## config.mk

```make
export PLATFORM = sky130hd
export DESIGN_NAME = rr_arbiter_8
export DESIGN_NICKNAME = d
export VERILOG_FILES = /design/src/rtl/rr_arbiter_8.sv
export SDC_FILE = /design/constraint.sdc
export NUM_CORES = 1
export LEC_CHECK = 0
export ABC_AREA = 1
export CAP_MARGIN = 20
export CORE_MARGIN = 4
export CORE_UTILIZATION = 50
export CTS_CLUSTER_SIZE = 10
export DETAILED_ROUTE_END_ITERATION = 6
export PLACE_DENSITY = 0.73
export SLEW_MARGIN = 10
export SYNTH_ARGS = -nofsm -noshare
export SYNTH_HDL_FRONTEND = slang
export SYNTH_SLANG_ARGS = --single-unit
```

## constraint.sdc

```tcl
create_clock -name clk -period 3.25 [get_ports clk]
set_input_delay 0.4875 -clock clk [delete_from_list [all_inputs] [get_ports clk]]
set_output_delay 0.4875 -clock clk [all_outputs]
set_load 0.01 [all_outputs]
```

## src/rtl/rr_arbiter_8.sv

```systemverilog
// Eight-way round-robin arbiter with grant lock, optional hold timer and
// a rotating priority pointer; all outputs are registered.
module rr_arbiter_8 #(
    parameter int unsigned MAX_HOLD = 16,
    parameter int unsigned HOLD_W   = 5
) (
    input  logic       clk,
    input  logic       rst_n,
    input  logic [7:0] req,
    output logic [7:0] grant,
    output logic [2:0] grant_idx,
    output logic       grant_valid,
    output logic       timeout
);

    localparam logic IDLE  = 1'b0;
    localparam logic GRANT = 1'b1;

    localparam bit TIMED = (MAX_HOLD != 0);
    localparam logic [HOLD_W-1:0] HOLD_LAST = TIMED ? HOLD_W'(MAX_HOLD - 1) : '0;

    logic              state, state_nxt;
    logic [2:0]        ptr, ptr_nxt;
    logic [HOLD_W-1:0] hold_cnt, cnt_nxt;
    logic [2:0]        idx_nxt;
    logic              valid_nxt;
    logic              timeout_nxt;
    logic [7:0]        grant_nxt;

    logic [15:0]       req2;
    logic [7:0]        rot;
    logic [2:0]        off;
    logic [2:0]        win;
    logic              any_req;
    logic              arb;

    // Rotate requests so the pointer position sits at bit 0, then take the lowest set bit.
    always_comb begin
        req2    = {req, req};
        rot     = 8'(req2 >> ptr);
        off     = 3'd0;
        for (int i = 7; i >= 0; i--) begin
            if (rot[i]) off = 3'(i);
        end
        win     = ptr + off;
        any_req = |req;
    end

    // Next-state and next-output logic.
    always_comb begin
        state_nxt   = state;
        ptr_nxt     = ptr;
        cnt_nxt     = hold_cnt;
        idx_nxt     = grant_idx;
        valid_nxt   = grant_valid;
        timeout_nxt = 1'b0;
        arb         = 1'b0;

        case (state)
            IDLE: begin
                arb = any_req;
            end
            GRANT: begin
                if (!req[grant_idx]) begin
                    arb = 1'b1;
                end else if (TIMED && hold_cnt == HOLD_LAST) begin
                    arb         = 1'b1;
                    timeout_nxt = 1'b1;
                end else if (TIMED) begin
                    cnt_nxt = HOLD_W'(hold_cnt + 1'b1);
                end
            end
            default: state_nxt = IDLE;
        endcase

        // Owner's bit is either clear or lowest priority since ptr already moved past it.
        if (arb) begin
            cnt_nxt = '0;
            if (any_req) begin
                idx_nxt   = win;
                valid_nxt = 1'b1;
                ptr_nxt   = win + 3'd1;
                state_nxt = GRANT;
            end else begin
                valid_nxt = 1'b0;
                state_nxt = IDLE;
            end
        end

        grant_nxt = valid_nxt ? (8'b1 << idx_nxt) : 8'b0;
    end

    always_ff @(posedge clk) begin
        if (!rst_n) begin
            state       <= IDLE;
            ptr         <= 3'd0;
            hold_cnt    <= '0;
            grant_idx   <= 3'd0;
            grant_valid <= 1'b0;
            timeout     <= 1'b0;
            grant       <= 8'b0;
        end else begin
            state       <= state_nxt;
            ptr         <= ptr_nxt;
            hold_cnt    <= cnt_nxt;
            grant_idx   <= idx_nxt;
            grant_valid <= valid_nxt;
            timeout     <= timeout_nxt;
            grant       <= grant_nxt;
        end
    end

endmodule

```

==> After elaboration in Yosys (flattened, before gate mapping) <==
Cells that the tools add are included.
{ "op_classes": {"addsub": 3, "n_lt_le_gt_ge": 1, "n_eq_ne": 1, "shift": 2, "muxes": 17, "n_bitwise": 3, "n_reduce_logical": 6} }
{ "op_table": {"columns": ["op", "count"], "rows": [
  ["$mux 3", 10],
  ["$shr 16x3->8", 1],
  ["$reduce_or 8->1", 1],
  ["$shl 1x3->8 const A", 1],
  ["$reduce_and 3->1", 2],
  ["$add 5x1->5 const B", 1],
  ["$eq 5x4->1 const B", 1],
  ["$mux 1", 5],
  ["$lt 3x4->1 const B", 1],
  ["$reduce_and 2->1", 2],
  ["$add 3x1->3 const B", 1],
  ["$add 3x3->3", 1],
  ["$bmux 1 s3", 1],
  ["$not 1->1", 3],
  ["$pmux 1 s2", 1],
  ["$reduce_or 2->1", 1]
]} }
{ "word_totals": {"regBits": 22, "inputBits": 10, "word_cells": 40} }

==> Longest topological paths before layout <==
Gate-level depths: netlist of the first run.
{ "depth": {"depth_word": 13, "ltp_mapped": 20} }

==> Worst setup path after synthesis of the first run <==
OpenSTA, ideal clock, no wires.
{ "synth_path": {"kind": "register to register", "from": "reg ptr[0]", "to": "reg ptr[1]", "setup_ns": 0.120, "arrival_ns": 2.364, "required_time_ns": 3.130, "slack_ns": 0.765, "path_stages_with_launch": 18, "path_buffers": 1, "synth_period_minus_slack_ns": 2.485, "path_cell_list": "dfxtp_1 > buf_6 > inv_4 > nand2_1 > nand3_1 > nand3_1 > nand2_1 > a31oi_1 > o21ai_0 > nand2_1 > a21boi_0 > ha_1 > inv_1 > fa_1 > inv_1 > ha_1 > o21ai_0 > a21oi_1"} }
{ "synth_between": {"elab_chain_len": 11} }
{ "synth_rtl": {"columns": ["element", "line_no", "text"], "rows": [
  ["start: declaration", "23", "logic [2:0] ptr, ptr_nxt;"],
  ["start signal: assignment", "104", "ptr <= ptr_nxt;"],
  ["$shr 16x3->8", "40", "rot = 8'(req2 >> ptr);"],
  ["$mux 3 (8 in series)", "43", "if (rot[i]) off = 3'(i);"],
  ["$add 3x3->3 (*)", "45", "win = ptr + off;"],
  ["$add 3x1->3 (*)", "82", "ptr_nxt = win + 3'd1;"]
]} }
Mark *: on every way between the ends. The rest lies on a longest branch, timed or not.
A chain may end at the register's enable or synchronous reset.

==> Final worst setup path of the first run <==
{ "layout_path": {"from": "in req[2]", "to": "reg grant[4]"} }
{ "layout_between": {"elab_chain_len": 13, "word_cells_on_any_way": 21, "classes_between": "add/sub (1); shift (2); mux (16); reduce/logical (2)"} }
{ "layout_rtl": {"columns": ["element", "line_no", "text"], "rows": [
  ["start: declaration", "9", "input logic [7:0] req,"],
  ["$shr 16x3->8", "40", null],
  ["$mux 3 (8 in series)", "43", null],
  ["$add 3x3->3", "45", null],
  ["$mux 3", "79", "if (any_req) begin"],
  ["$mux 3", "77", "if (arb) begin"],
  ["$shl 1x3->8", "90", "grant_nxt = valid_nxt ? (8'b1 << idx_nxt) : 8'b0;"],
  ["end signal: assignment", "109", "grant <= grant_nxt;"],
  ["end: declaration", "10", "output logic [7:0] grant,"]
]} }
Parallel ways exist; a longest one is shown, timed or not. The select of a mux whose other input is x is not followed.

==> results of run 1 <==
## sequential cells by signal, indices dropped and copies added (netlist names)
name	cells
hold_cnt	5
grant_valid	1
timeout	1
grant	8
ptr	3
grant_idx	3
state	1
## final timing paths
path,endpoint,cells after the start,start,slack [ps]
setup / recovery,grant[4],19,req[2],290
hold / removal,hold_cnt[4],2,hold_cnt[4],480
setup reg to reg,grant[4],18,ptr[1],300
hold reg to reg,hold_cnt[4],2,hold_cnt[4],480
## final cells by class
cell class / count / area [um2] / share of cell area
Tap cell: 31 / 38.8 / 0.0221
Timing Repair Buffer: 25 / 243 / 0.138
Clock buffer: 3 / 22.5 / 0.0128
Sequential cell: 22 / 440 / 0.251
Inverter: 21 / 87.6 / 0.0500
Clock inverter: 1 / 30.0 / 0.0171
Multi-Input combinational cell: 170 / 891 / 0.508
## layer usage
metal  track usage  vias to the layer above
met5             0                        -
met3        0.0517                        2
met4        0.0182                        0
li1              -                      743
met1         0.240                      603
met2         0.277                       26
## cell usage in the layout (no fill, tap or decap), drive strengths merged
| cell type | instances |
|---|---|
| a21boi | 1 |
| a21oi | 7 |
| a31oi | 1 |
| buf | 3 |
| bufinv | 1 |
| clkbuf | 3 |
| clkdlybuf4s50 | 22 |
| clkinv | 1 |
| dfxtp | 22 |
| fa | 1 |
| ha | 4 |
| inv | 20 |
| nand2 | 72 |
| nand3 | 32 |
| nor2 | 34 |
| nor3 | 1 |
| nor3b | 1 |
| o211ai | 2 |
| o21ai | 9 |
| o21bai | 1 |
| or2 | 2 |
| xor2 | 2 |
## synth_stat cells (2+ instances only)
cell and count:
nor2_1 33, o21ai_2 2, a21oi_1 7, dfxtp_1 22, inv_2 2, buf_6 2
inv_1 16, o21ai_1 4, or2_2 2, nand3_2 3, o21ai_0 3, nand2_2 11
xor2_1 2, nand2_1 59, nand3_1 28, o211ai_2 2, ha_1 4
## cells by family after synthesis
logic type	Yosys count	synth area share
AO/OA/AOI/OAI	21	0.0924
XOR/XNOR	2	0.0121
adder cells (fa/ha/maj)	5	0.0484
flip-flops	22	0.304
AND/OR/NAND/NOR	142	0.462
buffers and inverters	24	0.0812
## critical path, stage by stage
cell	delay (ps)
clkdlybuf4s50_1	550
nand2_1	90
nand3_1	140
nand3_1	80
nand2_1	90
a31oi_1	70
o21ai_0	140
nand2_1	60
a21boi_0	160
ha_1	170
inv_1	50
fa_1	370
xor2_1	220
inv_1	80
nand3_2	100
nand3_2	110
nand2_1	90
nand2_2	70
nor2_1	90
## through the flow
stage / instances / total power [mW] / worst slack (ps) / hold slack, ps
finish: 273 / 1.62 / 295 / 475
global route: 273 / 1.79 / 5.09 / 513
CTS: 273 / 1.63 / 294 / 479
detailed placement: 269 / 1.41 / -31.4 / 461
global placement: 269 / 1.40 / -13.4 / 460
floorplan: 216 / 1.17 / 765 / 437
## power by group through the flow
stage	clock network, mW	logic, mW	registers (mW)
3_3_place_gp	0	0.984	0.416
4_1_cts	0.214	1.00	0.412
3_5_place_dp	0	0.989	0.418
5_1_grt	0.222	1.14	0.424
6_report	0.209	0.993	0.413
2_1_floorplan	0	0.776	0.395
==> impl_summary.txt, run 1 <==
----------------------------------------------------
[Floorplanning]
  Core Box Area ... 0.00276 mm2
  Die extent in x ... ~62 um
  Die area ... 0.00382 mm2
  Effective utilization at floorplan ... 0.525
  I/O Pins ... 23
  DIE HEIGHT ... about 62 um
  # rows ... 19

[Pwr]
  Power per cell area ... just over 900 mW/mm2
  Fraction of power consumed by the clock network ... 0.130
  Seq pwr share ... 0.256
  Power dissipated by switching net loads ... roughly 770 uW
  Comb pwr share ... 0.615
  IR Drop Worst-Case VDD ... about 0.79 mV
  Switching share of power ... 0.479
  Internal ... 842 uW
  Pleak ... approximately 0.77 nW

[Route]
  Ratio of routed vias to standard cells ... just over 5
  Total wirelength of the detailed-routed design ... approximately 3 mm
  Top metal layer carrying routed signals ... met4
  Total via count after detailed routing ... between 1000 and 1500
  Number of iterations in the first detailed-routing pass ... 4
  Post-DRT Antenna Nets ... 0
  DRC violations left ... 0
  Post-Route M1 WL ... about 1.6 mm
  1st-iter DRT viols ... a little under 90
  Met3 Wirelength ... ~140 um
  Routed wire per std cell ... approximately 11 um
  WL met2 ... between 1 and 1.5 mm

[Logic synthesis]
  Syn_nets ... 231
  Synth Cell Area ... about 0.0014 mm2
  Synth cell types ... 31
  Sequential element share of the synthesized area ... 0.304
  Async set or reset register ratio after synthesis ... 0
  Synth Flop Type ... dfxtp_1
  Warning count from the yosys run ... 0
  Mean Syn Cell Area ... ~6.7 um2
  Largest area contributor in the netlist ... dfxtp_1
  Yosys top cell area share ... 0.304
  Cells after Synth ... between 200 and 250
  Seq cells post-synth ... 22
  Post-synth EDFFs ... 0
  Synth area leaders ... dfxtp_1 30%, nand2_1 15%, nand3_1 9.7%

[Run]
  Number of max-capacitance violations reported ... 0

[CTS]
  Clock sinks ... 22
  Worst-skew pair later-pin latency ... ~310 ps
  Total CTS buffers ... 3
  Number of H-tree branching levels ... 1
  Post-CTS Setup Repair Bufs ... 0
  Clock-pin slew on the worst setup and hold paths ... 120 ps
  Hold-fix buffer count after cts ... 0
  Clock Tree Root ... clkbuf_4
  Bufs on Longest Clock Path ... 2
  CTS tree ... built
  Post-CTS sizing ... 0

[Timing]
  Number of pins with negative max-slew slack in the final report ... 0
  Clock period minus final worst setup slack ... roughly 3000 ps
  Setup Skew ... around 1.1 ps
  Share of the cycle needed by the critical path after routing ... 0.909
  Post-route setup TNS ... 0 ps
  Final hold violations ... 0
  RSZ-0062 raised after global routing ... false
  Worst Max-Slew Pin Slew ... 424 ps
  Worst max-slew margin expressed relative to the limit ... 0.717
  Final number of setup-violating endpoints ... 0
  Peak Freq ... 0.338 GHz

[Critical path]
  Startpoint type of the worst setup path ... input pin
  Startpoint-to-endpoint class of the critical path ... input pin to flop
  Worst EP arrival ... between 3000 and 4000 ps
  WP data required ... between 3000 and 4000 ps
  Kind of end point of the critical path ... flop
  Largest fanout on the critical path ... 4

[Cells and area]
  Post-synthesis to final-layout area growth ... 21.0%
  Final core utilization ... 0.636
  Inserted Diodes ... 0
  Layout Nets ... between 200 and 300
  Design area ... 0.00175 mm2
  Layout cell share with drive strength beyond 1 ... 0.149
  Count of filler cells inserted in the layout ... between 200 and 300

[Global routing]
  Total congestion overflow after global routing ... 0
  Total GRT Usage ... 0.173
  Initial antenna violation count ... 0
  Wire length of the first global-routing pass ... 5.11 mm
  Vias in the first global route ... between 1000 and 1500
  Largest net degree at the start of global routing ... 14

[Placed design]
  Final HPWL from detailed placement ... about 2.4 mm
  Final weighted congestion of routability-driven global placement ... around 0.9
  Post-Place Cell Area ... ~0.0017 mm2
  Input/output buffers ... 22

[Outcome]
  Run status ... finished clean

[Min path]
  Kind of path behind the tightest hold check ... flop to flop

----------------------------------------------------
No activity file was read; power rests on OpenSTA's default activity.
==> run 2, diff against run 1 <==
--- a/config.mk
+++ b/config.mk
@@ -7,12 +7,10 @@
 export LEC_CHECK = 0
 export ABC_AREA = 1
 export CAP_MARGIN = 20
-export CORE_MARGIN = 4
 export CORE_UTILIZATION = 50
-export CTS_CLUSTER_SIZE = 10
 export DETAILED_ROUTE_END_ITERATION = 6
 export PLACE_DENSITY = 0.73
-export SLEW_MARGIN = 10
+export SLEW_MARGIN = 15
 export SYNTH_ARGS = -nofsm -noshare
 export SYNTH_HDL_FRONTEND = slang
 export SYNTH_SLANG_ARGS = --single-unit
==> run 2 against run 1 <==
Against the previous run: cell area is 2.1% higher; critical path type unchanged; flip-flop and latch count did not move; combinational power about the same; non-clock buffer count increased by 4; routed wire length shrank 6.4%; die area fell by 18%; sequential power decreased by 3%; count of clock-buffer cells in the layout unchanged.
==> impl_summary.txt, run 2 (synthesis gave the netlist of run 1 again) <==
----------------------------------------------------
[Critical path]
  Cell-by-cell trace of the critical path ... clkdlybuf4s50_1, nand2_1, nand3_1, nand3_1, nand2_1, a31oi_1, o21ai_0, nand2_1, a21boi_1, ha_1, inv_1, fa_1, xor2_2, inv_1, nand3_2, nand3_2, nand2_1, nand2_2, nor2_1 (was clkdlybuf4s50_1, nand2_1, nand3_1, nand3_1, nand2_1, a31oi_1, o21ai_0, nand2_1, a21boi_0, ha_1, inv_1, fa_1, xor2_1, inv_1, nand3_2, nand3_2, nand2_1, nand2_2, nor2_1)
  Startpoint type of the worst setup path ... input pin (unchanged)
  Crit-path most repeated cell ... nand2_1 (unchanged)
  Worst EP arrival ... 3140 ps (was 3210 ps)
  Kind of end point of the critical path ... flop (unchanged)
  Slowest cell delay on critical path ... 550 ps (about the same)
  Slowest CP cell ... clkdlybuf4s50_1 (unchanged)
  Largest fanout on the critical path ... 4 (unchanged)
  WP data required ... 3470 ps (was 3500 ps)
  Startpoint-to-endpoint class of the critical path ... input pin to flop (unchanged)

[Cells and area]
  FF/Latch Area ... 440 um2 (unchanged)
  Multi-input gate area ... 898 um2 (was 891 um2)
  Inserted Diodes ... 0 (unchanged)
  Layout cell share with drive strength beyond 1 ... 0.167 (was 0.149)
  Commonest cells after routing, fill and taps aside ... 59 x nand2_1, 33 x nor2_1, 28 x nand3_1 (unchanged)
  Post-synthesis to final-layout area growth ... 23.6% (was 21.0%)
  Count of filler cells inserted in the layout ... 247 (was 252)
  Number of standard cells in the layout, taps in and fillers out ... 277 (was 273)
  Registers with the most flip-flops ... grant (8), hold_cnt (5) (unchanged)
  Largest Register ... grant (unchanged)
  Layout Nets ... 262 (was 258)
  Most common library cell in the layout ignoring fill and taps ... nand2_1 (unchanged)
  Flip-flop count of the largest register after layout ... 8 (unchanged)

[Timing]
  Final hold violations ... 0 (unchanged)
  Post-route setup TNS ... 0 ps (unchanged)
  Worst Max-Slew Pin Slew ... 420 ps (was 424 ps)
  Number of pins with negative max-slew slack in the final report ... 0 (unchanged)
  Final number of setup-violating endpoints ... 0 (unchanged)
  Peak Freq ... 0.342 GHz (was 0.338 GHz)
  RSZ-0062 raised after global routing ... false (unchanged)
  Setup Skew ... 2.04 ps (was 1.14 ps)
  Share of the cycle needed by the critical path after routing ... 0.899 (was 0.909)
  Worst max-slew margin expressed relative to the limit ... 0.720 (was 0.717)
  Clock period minus final worst setup slack ... 2920 ps (was 2960 ps)

[Global routing]
  Largest net degree at the start of global routing ... 14 (unchanged)
  Wire length of the first global-routing pass ... 5.16 mm (was 5.11 mm)
  Vias in the first global route ... 1288 (was 1254)
  Initial antenna violation count ... 0 (unchanged)
  Total GRT Usage ... 0.204 (was 0.173)
  Total congestion overflow after global routing ... 0 (unchanged)

[Run]
  Number of max-capacitance violations reported ... 0 (unchanged)

[Floorplanning]
  Effective utilization at floorplan ... 0.525 (unchanged)
  DIE HEIGHT ... 55.8 um (was 61.8 um)
  Die area ... 0.00312 mm2 (was 0.00382 mm2)
  I/O Pins ... 23 (unchanged)
  Die extent in x ... 55.8 um (was 61.8 um)
  # rows ... 19 (unchanged)
  Core Box Area ... 0.00276 mm2 (unchanged)

[CTS]
  Worst-skew pair later-pin latency ... 300 ps (was 310 ps)
  CTS tree ... built (unchanged)
  Total CTS buffers ... 3 (unchanged)
  Clock-pin slew on the worst setup and hold paths ... 120 ps (about the same)
  Number of H-tree branching levels ... 1 (unchanged)
  Clock Tree Root ... clkbuf_4 (unchanged)
  Clock sinks ... 22 (unchanged)
  Bufs on Longest Clock Path ... 2 (unchanged)

[Pwr]
  Power per cell area ... 898 mW/mm2 (was 922 mW/mm2)
  IR Drop Worst-Case VDD ... 0.687 mV (was 0.794 mV)
  Pleak ... 0.796 nW (was 0.774 nW)

[Route]
  Routed wire per std cell ... 10.4 um (was 11.2 um)
  Total via count after detailed routing ... 1395 (was 1374)
  1st-iter DRT viols ... 63 (was 89)
  Post-DRT Antenna Nets ... 0 (unchanged)
  Total wirelength of the detailed-routed design ... 2.87 mm (was 3.06 mm)
  Ratio of routed vias to standard cells ... 5.04 (was 5.03)
  DRC violations left ... 0 (unchanged)
  Number of iterations in the first detailed-routing pass ... 4 (unchanged)

[Placed design]
  Placed Instances ... 273 (was 269)
  Final HPWL from detailed placement ... 2.28 mm (was 2.36 mm)
  Input/output buffers ... 22 (unchanged)
  Final weighted congestion of routability-driven global placement ... 0.832 (was 0.875)

[Min path]
  Kind of path behind the tightest hold check ... flop to flop (unchanged)

[Outcome]
  Run status ... finished clean (unchanged)

----------------------------------------------------
-- run 2: changes by cell type in the layout (fill, tap and decap cells not counted) --
| cell | change |
|---|---|
| a21boi_0 | -1 |
| xor2_2 | +1 |
| xor2_1 | -1 |
| a21boi_1 | +1 |
| buf_4 | +4 |
-- run 2: worst max-delay path, delay by kind of cell --
kind | cells | cell delay, ps
AO/OA/AOI/OAI | 3 | 360
XOR/XNOR | 1 | 170
adder cells (fa/ha/maj) | 2 | 550
buffers and inverters | 3 | 690
AND/OR/NAND/NOR | 10 | 900
-- run 2: routing by layer --
| metal | track usage | share of wire | up-vias |
|---|---|---|---|
| met5 | 0 | 0 | - |
| met4 | 0.0557 | 0.0035 | 0 |
| met3 | 0.0535 | 0.054 | 2 |
| met2 | 0.327 | 0.44 | 30 |
| met1 | 0.273 | 0.50 | 608 |
| li1 | - | - | 755 |
-- run 2: final cells by class --
class | count | share of cell area
Inverter | 21 | 0.0489
Multi-Input combinational cell | 170 | 0.502
Tap cell | 31 | 0.0217
Clock buffer | 3 | 0.0126
Sequential cell | 22 | 0.246
Timing Repair Buffer | 29 | 0.152
Clock inverter | 1 | 0.0168
-- run 2: final timing paths --
check,start,end,slack (ps),cells after the start
worst max-delay path,req[4],grant[7],330,19
worst min-delay path,state,timeout,480,2
worst max register to register,ptr[0],grant[7],400,18
worst min register to register,state,timeout,480,2
-- run 2: timing repair --
action	CTS	global route
buffers inserted	0	0
endpoints found under the hold margin	0	0
hold buffers	0	0
endpoints found under the setup margin	0	4
resized for setup	0	2
-- run 2: metrics by stage --
stage / hold WS (ps) / cell area, um2 / utilization / total power [mW] / setup slack, ps
floorplan: 437 / 1450 / - / 1.17 / 765
finish: 484 / 1790 / 0.649 / 1.61 / 330
global placement: 457 / 1730 / 0.627 / 1.41 / -8.26
detailed placement: 457 / 1730 / 0.627 / 1.41 / -41.7
CTS: 495 / 1780 / 0.647 / 1.62 / 279
global route: 524 / 1790 / 0.649 / 1.79 / 41.7
-- run 2: where the power goes --
group / internal (mW) / switching [mW]
Clock: 0.125 / 0.0814
Combinational: 0.397 / 0.604
Sequential: 0.333 / 0.0686
Total: 0.854 / 0.754
==> run 3, diff against run 2 <==
--- a/config.mk
+++ b/config.mk
@@ -5,12 +5,12 @@
 export SDC_FILE = /design/constraint.sdc
 export NUM_CORES = 1
 export LEC_CHECK = 0
-export ABC_AREA = 1
+export ABC_AREA = 0
 export CAP_MARGIN = 20
 export CORE_UTILIZATION = 50
 export DETAILED_ROUTE_END_ITERATION = 6
-export PLACE_DENSITY = 0.73
-export SLEW_MARGIN = 15
+export PLACE_DENSITY = 0.72
+export SLEW_MARGIN = 20
 export SYNTH_ARGS = -nofsm -noshare
 export SYNTH_HDL_FRONTEND = slang
 export SYNTH_SLANG_ARGS = --single-unit
==> run 3 against run 2 <==
Against the previous run: the flow now finishes with violations (negative setup slack); first-iteration DRC count fell by 11%; power grew 24%; hold slack better by 7.6 ps; critical path type is now flop to flop.
==> impl_summary.txt, run 3 <==
----------------------------------------------------
[Logic synthesis]
  Library cell with the highest instance count after synthesis ... dfxtp_1 (was nand2_1)
  Synth cell types ... 61 (was 31)
  Sequential element share of the synthesized area ... 0.259 (was 0.304)
  Yosys top cell area share ... 0.259 (was 0.304)
  Cells after Synth ... 199 (was 216)
  Largest area contributor in the netlist ... dfxtp_1 (unchanged)
  Mean Syn Cell Area ... 8.54 um2 (was 6.71 um2)
  Synth Cell Area ... 0.00170 mm2 (was 0.00145 mm2)
  Most common library cells after synthesis ... 22 x dfxtp_1, 18 x mux2i_1, 14 x nand2_1, 12 x nor2b_1, 10 x inv_1 (was 59 x nand2_1, 33 x nor2_1, 28 x nand3_1, 22 x dfxtp_1, 16 x inv_1)
  Seq cells post-synth ... 22 (unchanged)
  Synth Flop Type ... dfxtp_1 (unchanged)
  Async set or reset register ratio after synthesis ... 0 (unchanged)
  Post-synth EDFFs ... 0 (unchanged)
  Syn_nets ... 214 (was 231)
  Warning count from the yosys run ... 0 (unchanged)
  Synth area leaders ... dfxtp_1 26%, mux2i_1 11%, nor2b_1 4.4% (was dfxtp_1 30%, nand2_1 15%, nand3_1 9.7%)

[Timing]
  Final hold violations ... 0 (unchanged)
  Final setup margin ... -257 ps (was 330 ps)
  Number of pins with negative max-slew slack in the final report ... 0 (unchanged)
  Worst max-slew margin expressed relative to the limit ... 0.527 (was 0.720)
  Peak Freq ... 0.285 GHz (was 0.342 GHz)
  Setup Skew ... 11.0 ps (was 2.04 ps)
  Clock period minus final worst setup slack ... 3510 ps (was 2920 ps)
  Worst Max-Slew Pin Slew ... 707 ps (was 420 ps)
  Final number of setup-violating endpoints ... 2 (was 0)
  Share of the cycle needed by the critical path after routing ... 1.08 (was 0.899)
  RSZ-0062 raised after global routing ... true (was false)
  Post-route setup TNS ... -277 ps (was 0 ps)

[Cells and area]
  Inserted Diodes ... 0 (unchanged)
  Layout Nets ... 266 (was 262)
  Registers with the most flip-flops ... grant (8), hold_cnt (5) (unchanged)
  Layout cell share with drive strength beyond 1 ... 0.312 (was 0.167)
  Post-synthesis to final-layout area growth ... 37.4% (was 23.6%)
  Flip-flop count of the largest register after layout ... 8 (unchanged)
  Most common library cell in the layout ignoring fill and taps ... buf_4 (was nand2_1)
  Largest Register ... grant (unchanged)
  Commonest cells after routing, fill and taps aside ... 33 x buf_4, 20 x dfxtp_1, 17 x mux2i_1 (was 59 x nand2_1, 33 x nor2_1, 28 x nand3_1)
  Number of standard cells in the layout, taps in and fillers out ... 294 (was 277)
  Design area ... 0.00234 mm2 (was 0.00179 mm2)

[Min path]
  Kind of path behind the tightest hold check ... flop to flop (unchanged)
  Hold Path Stages ... 2 (unchanged)
  Hold Startpoint ... hold_cnt[3] (was state)
  End point of the worst hold path ... hold_cnt[3] (was timeout)

[Pwr]
  Pleak ... 0.947 nW (was 0.796 nW)
  Power per cell area ... 855 mW/mm2 (was 898 mW/mm2)
  Power dissipated by switching net loads ... 834 uW (was 754 uW)
  Comb pwr share ... 0.724 (was 0.622)
  IR Drop Worst-Case VDD ... 0.466 mV (was 0.687 mV)
  Fraction of power consumed by the clock network ... 0.075 (was 0.128)
  Internal ... 1.16 mW (was 854 uW)
  Seq pwr share ... 0.201 (was 0.250)
  Switching share of power ... 0.418 (was 0.469)

[Global routing]
  Total GRT Usage ... 0.265 (was 0.204)
  Most used routing layer in global routing ... met2 (unchanged)
  Initial antenna violation count ... 0 (unchanged)
  Total congestion overflow after global routing ... 0 (unchanged)
  Met2 usage ... 0.447 (was 0.327)
  Vias in the first global route ... 1613 (was 1288)
  Met1 capacity usage during global routing ... 0.357 (was 0.273)
  Global-route track usage on met3 ... 0.0541 (was 0.0535)
  Wire length of the first global-routing pass ... 7.38 mm (was 5.16 mm)
  Largest net degree at the start of global routing ... 21 (was 14)

[Critical path]
  WP data required ... 3470 ps (about the same)
  Worst reg2reg endpoint ... ptr[2] (was grant[7])
  Slowest CP cell ... fa_2 (was clkdlybuf4s50_1)
  Startpoint type of the worst setup path ... flop (was input pin)
  Slowest cell delay on critical path ... 530 ps (was 550 ps)
  Crit-path most repeated cell ... inv_2 (was nand2_1)
  Largest delay share family, worst path ... adder cells (was simple AND/OR/NAND/NOR gates)
  Startpoint of the worst-slack reg-to-reg timing path ... ptr[0] (unchanged)
  Kind of end point of the critical path ... flop (unchanged)
  R2R cell count ... 17 (was 18)
  Largest fanout on the critical path ... 3 (was 4)
  R2R Setup Slk ... -260 ps (was 400 ps)
  Buffering stage count on the worst path with inverters included ... 4 (was 3)
  Startpoint-to-endpoint class of the critical path ... flop to flop (was input pin to flop)
  Cell-by-cell trace of the critical path ... mux4_2, nand2b_4, a31o_1, a32oi_1, nor2_1, nor3_2, ha_2, inv_2, fa_2, inv_2, ha_4, xor2_2, buf_4, inv_2, nand2_1, mux2i_1, o31a_1 (was clkdlybuf4s50_1, nand2_1, nand3_1, nand3_1, nand2_1, a31oi_1, o21ai_0, nand2_1, a21boi_1, ha_1, inv_1, fa_1, xor2_2, inv_1, nand3_2, nand3_2, nand2_1, nand2_2, nor2_1)
  Worst EP arrival ... 3720 ps (was 3140 ps)
  Worst setup path start ... ptr[0] (was req[4])

[Route]
  Ratio of routed vias to standard cells ... 5.80 (was 5.04)
  Post-DRT Antenna Nets ... 0 (unchanged)
  Total wirelength of the detailed-routed design ... 4.32 mm (was 2.87 mm)
  Number of iterations in the first detailed-routing pass ... 4 (unchanged)
  Routed wire per std cell ... 14.7 um (was 10.4 um)
  Total via count after detailed routing ... 1704 (was 1395)
  DRC violations left ... 0 (unchanged)
  1st-iter DRT viols ... 56 (was 63)

[CTS]
  Number of H-tree branching levels ... 1 (unchanged)
  Clock-pin slew on the worst setup and hold paths ... 130 ps (was 120 ps)
  Bufs on Longest Clock Path ... 2 (unchanged)
  Total CTS buffers ... 3 (unchanged)
  Clock Tree Root ... clkbuf_4 (unchanged)
  CTS tree ... built (unchanged)
  Worst-skew pair later-pin latency ... 310 ps (was 300 ps)
  Clock sinks ... 22 (unchanged)

[Placed design]
  Final weighted congestion of routability-driven global placement ... 0.923 (was 0.832)
  Input/output buffers ... 22 (unchanged)
  Final HPWL from detailed placement ... 3.27 mm (was 2.28 mm)
  Post-Place Cell Area ... 0.00217 mm2 (was 0.00173 mm2)
  Placed Instances ... 285 (was 273)
  Pre-CTS setup slack ... -903 ps (was -41.7 ps)

[Outcome]
  Violations in the final reports ... negative setup slack
  Run status ... finished with violations (was finished clean)

[Run]
  Number of max-capacitance violations reported ... 0 (unchanged)

[Floorplanning]
  DIE HEIGHT ... 60.3 um (was 55.8 um)
  Die area ... 0.00364 mm2 (was 0.00312 mm2)
  Core Box Area ... 0.00313 mm2 (was 0.00276 mm2)
  Effective utilization at floorplan ... 0.544 (was 0.525)
  # rows ... 20 (was 19)
  I/O Pins ... 23 (unchanged)
  Die extent in x ... 60.3 um (was 55.8 um)

----------------------------------------------------
-- run 3: worst max-delay path by stage --
stage / to / slack [ps] / depth (start not counted)
floorplan: ptr[2] / -420 / 16
global placement: ptr[2] / -740 / 16
detailed placement: ptr[2] / -900 / 16
CTS: ptr[2] / -290 / 15
global route: ptr[2] / -430 / 17
finish: ptr[2] / -260 / 17
-- run 3: cells by family after synthesis --
group,share of synthesized area
AOI/OAI and AO/OA,0.239
xor gates and xnor gates,0.00515
adders and majority gates,0.0412
buffers and inverters,0.0478
DFF,0.259
muxes,0.146
and+or+nand+nor,0.262
-- run 3: timing repair --
action	in CTS	in global routing
buffers inserted	3	2
endpoints found under the setup margin	11	10
gates resized for setup	21	14
pin swaps	9	15
hold buffers	0	0
-- run 3: metrics by stage --
step | hold slack [ps] | total power [mW] | utilization
final | 492 | 2.00 | 0.747
after global placement | 470 | 1.52 | 0.693
after CTS | 493 | 1.82 | 0.723
after floorplan | 453 | 1.17 | -
after detailed placement | 476 | 1.56 | 0.693
after global routing | 531 | 2.15 | 0.747
-- run 3: layer usage --
metal / vias up / wire length (um)
met2: 44 / 2150
li1: 852 / -
met5: - / 0
met4: 0 / 12
met1: 806 / 1940
met3: 2 / 211
-- run 3: power by group through the flow --
stage               sequential [mW]  combinational, mW  clock [mW]
finish                        0.401               1.45       0.150
global route                  0.411               1.57       0.170
CTS                           0.400               1.26       0.154
detailed placement            0.404               1.15           0
global placement              0.400               1.12           0
floorplan                     0.401              0.769           0
-- run 3: area by class of cell --
type	count	area, um2
multi-input combinational	157	1280
fill	237	792
timing repair buffer	56	477
sequential	22	445
tap	44	55.1
inverter	11	41.3
clock buffer	4	36.3
-- run 3: worst min-delay path: cells and delay by family (launching register included) --
family | cells | cell delay (ps)
AOI/OAI and AO/OA | 2 | 130
DFF | 1 | 330
==> RTL change (config.mk and constraints of run 2) <==
Reset style: asynchronous (`rst_n`), changed in one clocked block.
--- a/src/rtl/rr_arbiter_8.sv
+++ b/src/rtl/rr_arbiter_8.sv
@@ -92,3 +92,3 @@
 
-    always_ff @(posedge clk) begin
+    always_ff @(posedge clk or negedge rst_n) begin
         if (!rst_n) begin
Behaviour: differs if rst_n is asserted again (counterexample within 4 cycles, from zero or initial values and one cycle with rst_n low); with rst_n held inactive, the same outputs for 10 cycles.
==> RTL change against run 2 <==
  * Utilization up 1.4 points
  * Sequential cell count is the same
  * Power is 29% higher
  * Sequential power grew 18%
  * Via count grew 3.9%
  * Fmax fell by 2.1%
  * Wire length rose by 24%
  * Non-clock buffer count rose by 2
  * Final area increased by 3.0%
  * Synthesized area up 2.9%
  * Die area is 2.8% higher
  * Register-to-register slack got worse by 0.03 ns
  * Setup slack worse by 0.063 ns
  * Largest power group unchanged
==> RTL change: results (changes against run 2) <==
stage,metric,value,unit,change
outcome,status,completed,,
global_route,first-pass GRT wire length,6170,um,+20%
setup_path,CP arrival,3.20,ns,+0.06 ns
synthesis,"Seq/Total Area, Yosys",36.9,%,+6.5 points
clocking,H-tree level count,1,,unchanged
place,DP Worst Slack,-0.0195,ns,+0.0223 ns
timing,WHS,0.471,ns,-0.0134 ns
place,Cells after DPL,261,,-4.4%
place,dpl hpwl,2760,um,+21%
final_layout,Layout Nets,250,,-4.6%
timing,Clock Skew,0.0139,ns,+0.0119 ns
setup_path,Critical R2R Capture,grant[2]$_DFF_PN0_,,
synthesis,post-synth cell types,30,,-3.2%
synthesis,ranking of synthesized cells by area,"dfrtp_1 (37%), nand2_1 (18%), nand3_1 (12%), inv_1 (3.5%), nand2_4 (3.0%)",,
final_layout,share of cells above drive strength 1,14.9,%,-1.8 points
synthesis,mean post-synth cell area,7.31,um2,+9.0%
synthesis,"Net Count, Synth",218,,-5.6%
global_route,M3 GR Usage,4.15,%,-1.2 points
power_and_ir_drop,VDD IR max,664,uV,-3.4%
timing,max frequency,335,MHz,-2.1%
power_and_ir_drop,P_int,0.998,mW,+17%
place,area of placed instances,0.00178,mm2,+2.6%
global_route,GRT met1 Usage,33.4,%,+6.0 points
global_route,vias in the first global route,1385,,+7.5%
power_and_ir_drop,seq pwr,0.474,mW,+18%
global_route,GRT met2 Usage,41.0,%,+8.3 points
power_and_ir_drop,power share of the clock group,10.0,%,-2.8 points
setup_path,Worst setup startpoint,req[1],,
setup_path,r2r startpoint,ptr[1]$_DFFE_PN0P_,,
timing,Slew @ Worst Pin,0.455,ns,+0.0350 ns
synthesis,Synth top cells by count,"nand2_1 (70), nand3_1 (37), dfrtp_1 (22)",,
route,routed wire length per instance,13.4,um,+29%
setup_path,worst-path fanout max,6,,+2
route,via-per-instance ratio,5.45,,+8.2%
power_and_ir_drop,leak pwr,0.934,nW,+17%
setup_path,FF-to-FF setup slack,0.37,ns,-0.03 ns
place,global placement routability congestion,0.896,,+7.7%
setup_path,reg2reg path depth,19,,+1
RTL change: changes by cell type after synthesis, moves of 3 or more:
cell     before  now
nor2_1       33   10
dfrtp_1       0   22
dfxtp_1      22    0
nand2_1      59   70
nand2_2      11    2
nand3_1      28   37
nor2_2        0    6
o21ai_1       4    0
a21oi_1       7    4
nand2_4       1    4
RTL change: worst min-delay path by stage:
stage          cells after the start                 endpoint
2_1_floorplan                      0       grant[0]$_DFF_PN0_
3_3_place_gp                       1  hold_cnt[0]$_DFFE_PN0P_
3_5_place_dp                       1  hold_cnt[0]$_DFFE_PN0P_
4_1_cts                            1  hold_cnt[0]$_DFFE_PN0P_
5_1_grt                            1        state$_DFFE_PN0N_
6_report                           1        state$_DFFE_PN0N_
RTL change: layer usage:
layer	wire length (um)	up-vias
li1	-	724
met1	1570	657
met2	1740	59
met3	182	9
met4	64	0
met5	0	-
RTL change: area by class of cell:
type | instances | area (um2)
clock inverter | 1 | 30.0
sequential | 22 | 552
inverter | 19 | 76.3
timing repair buffer | 31 | 295
multi-input combinational | 159 | 830
tap | 31 | 38.8
clock buffer | 3 | 22.5
fill | 246 | 937
RTL change: logic make-up after synthesis:
kind of cell    count (synthesis)  share of synthesized area, %
xor+xnor                        3                          1.76
fa+ha+maj                       4                          3.86
flops                          22                          36.9
buf+inv                        23                          7.47
compound gates                 12                          4.45
mux                             1                         0.671
simple gates                  139                          44.9
RTL change: what timing repair did:
item,CTS,global route
setup endpoints to repair,0,5
gates resized for setup,0,1
endpoints found under the hold margin,0,0
RTL change: worst max-delay path: cells and delay by family:
family,cells,cell delay (ns)
buffers and inverters,4,0.74
AO/OA/AOI/OAI,2,0.23
AND/OR/NAND/NOR,11,1.01
XOR/XNOR,1,0.23
adder cells (fa/ha/maj),2,0.54
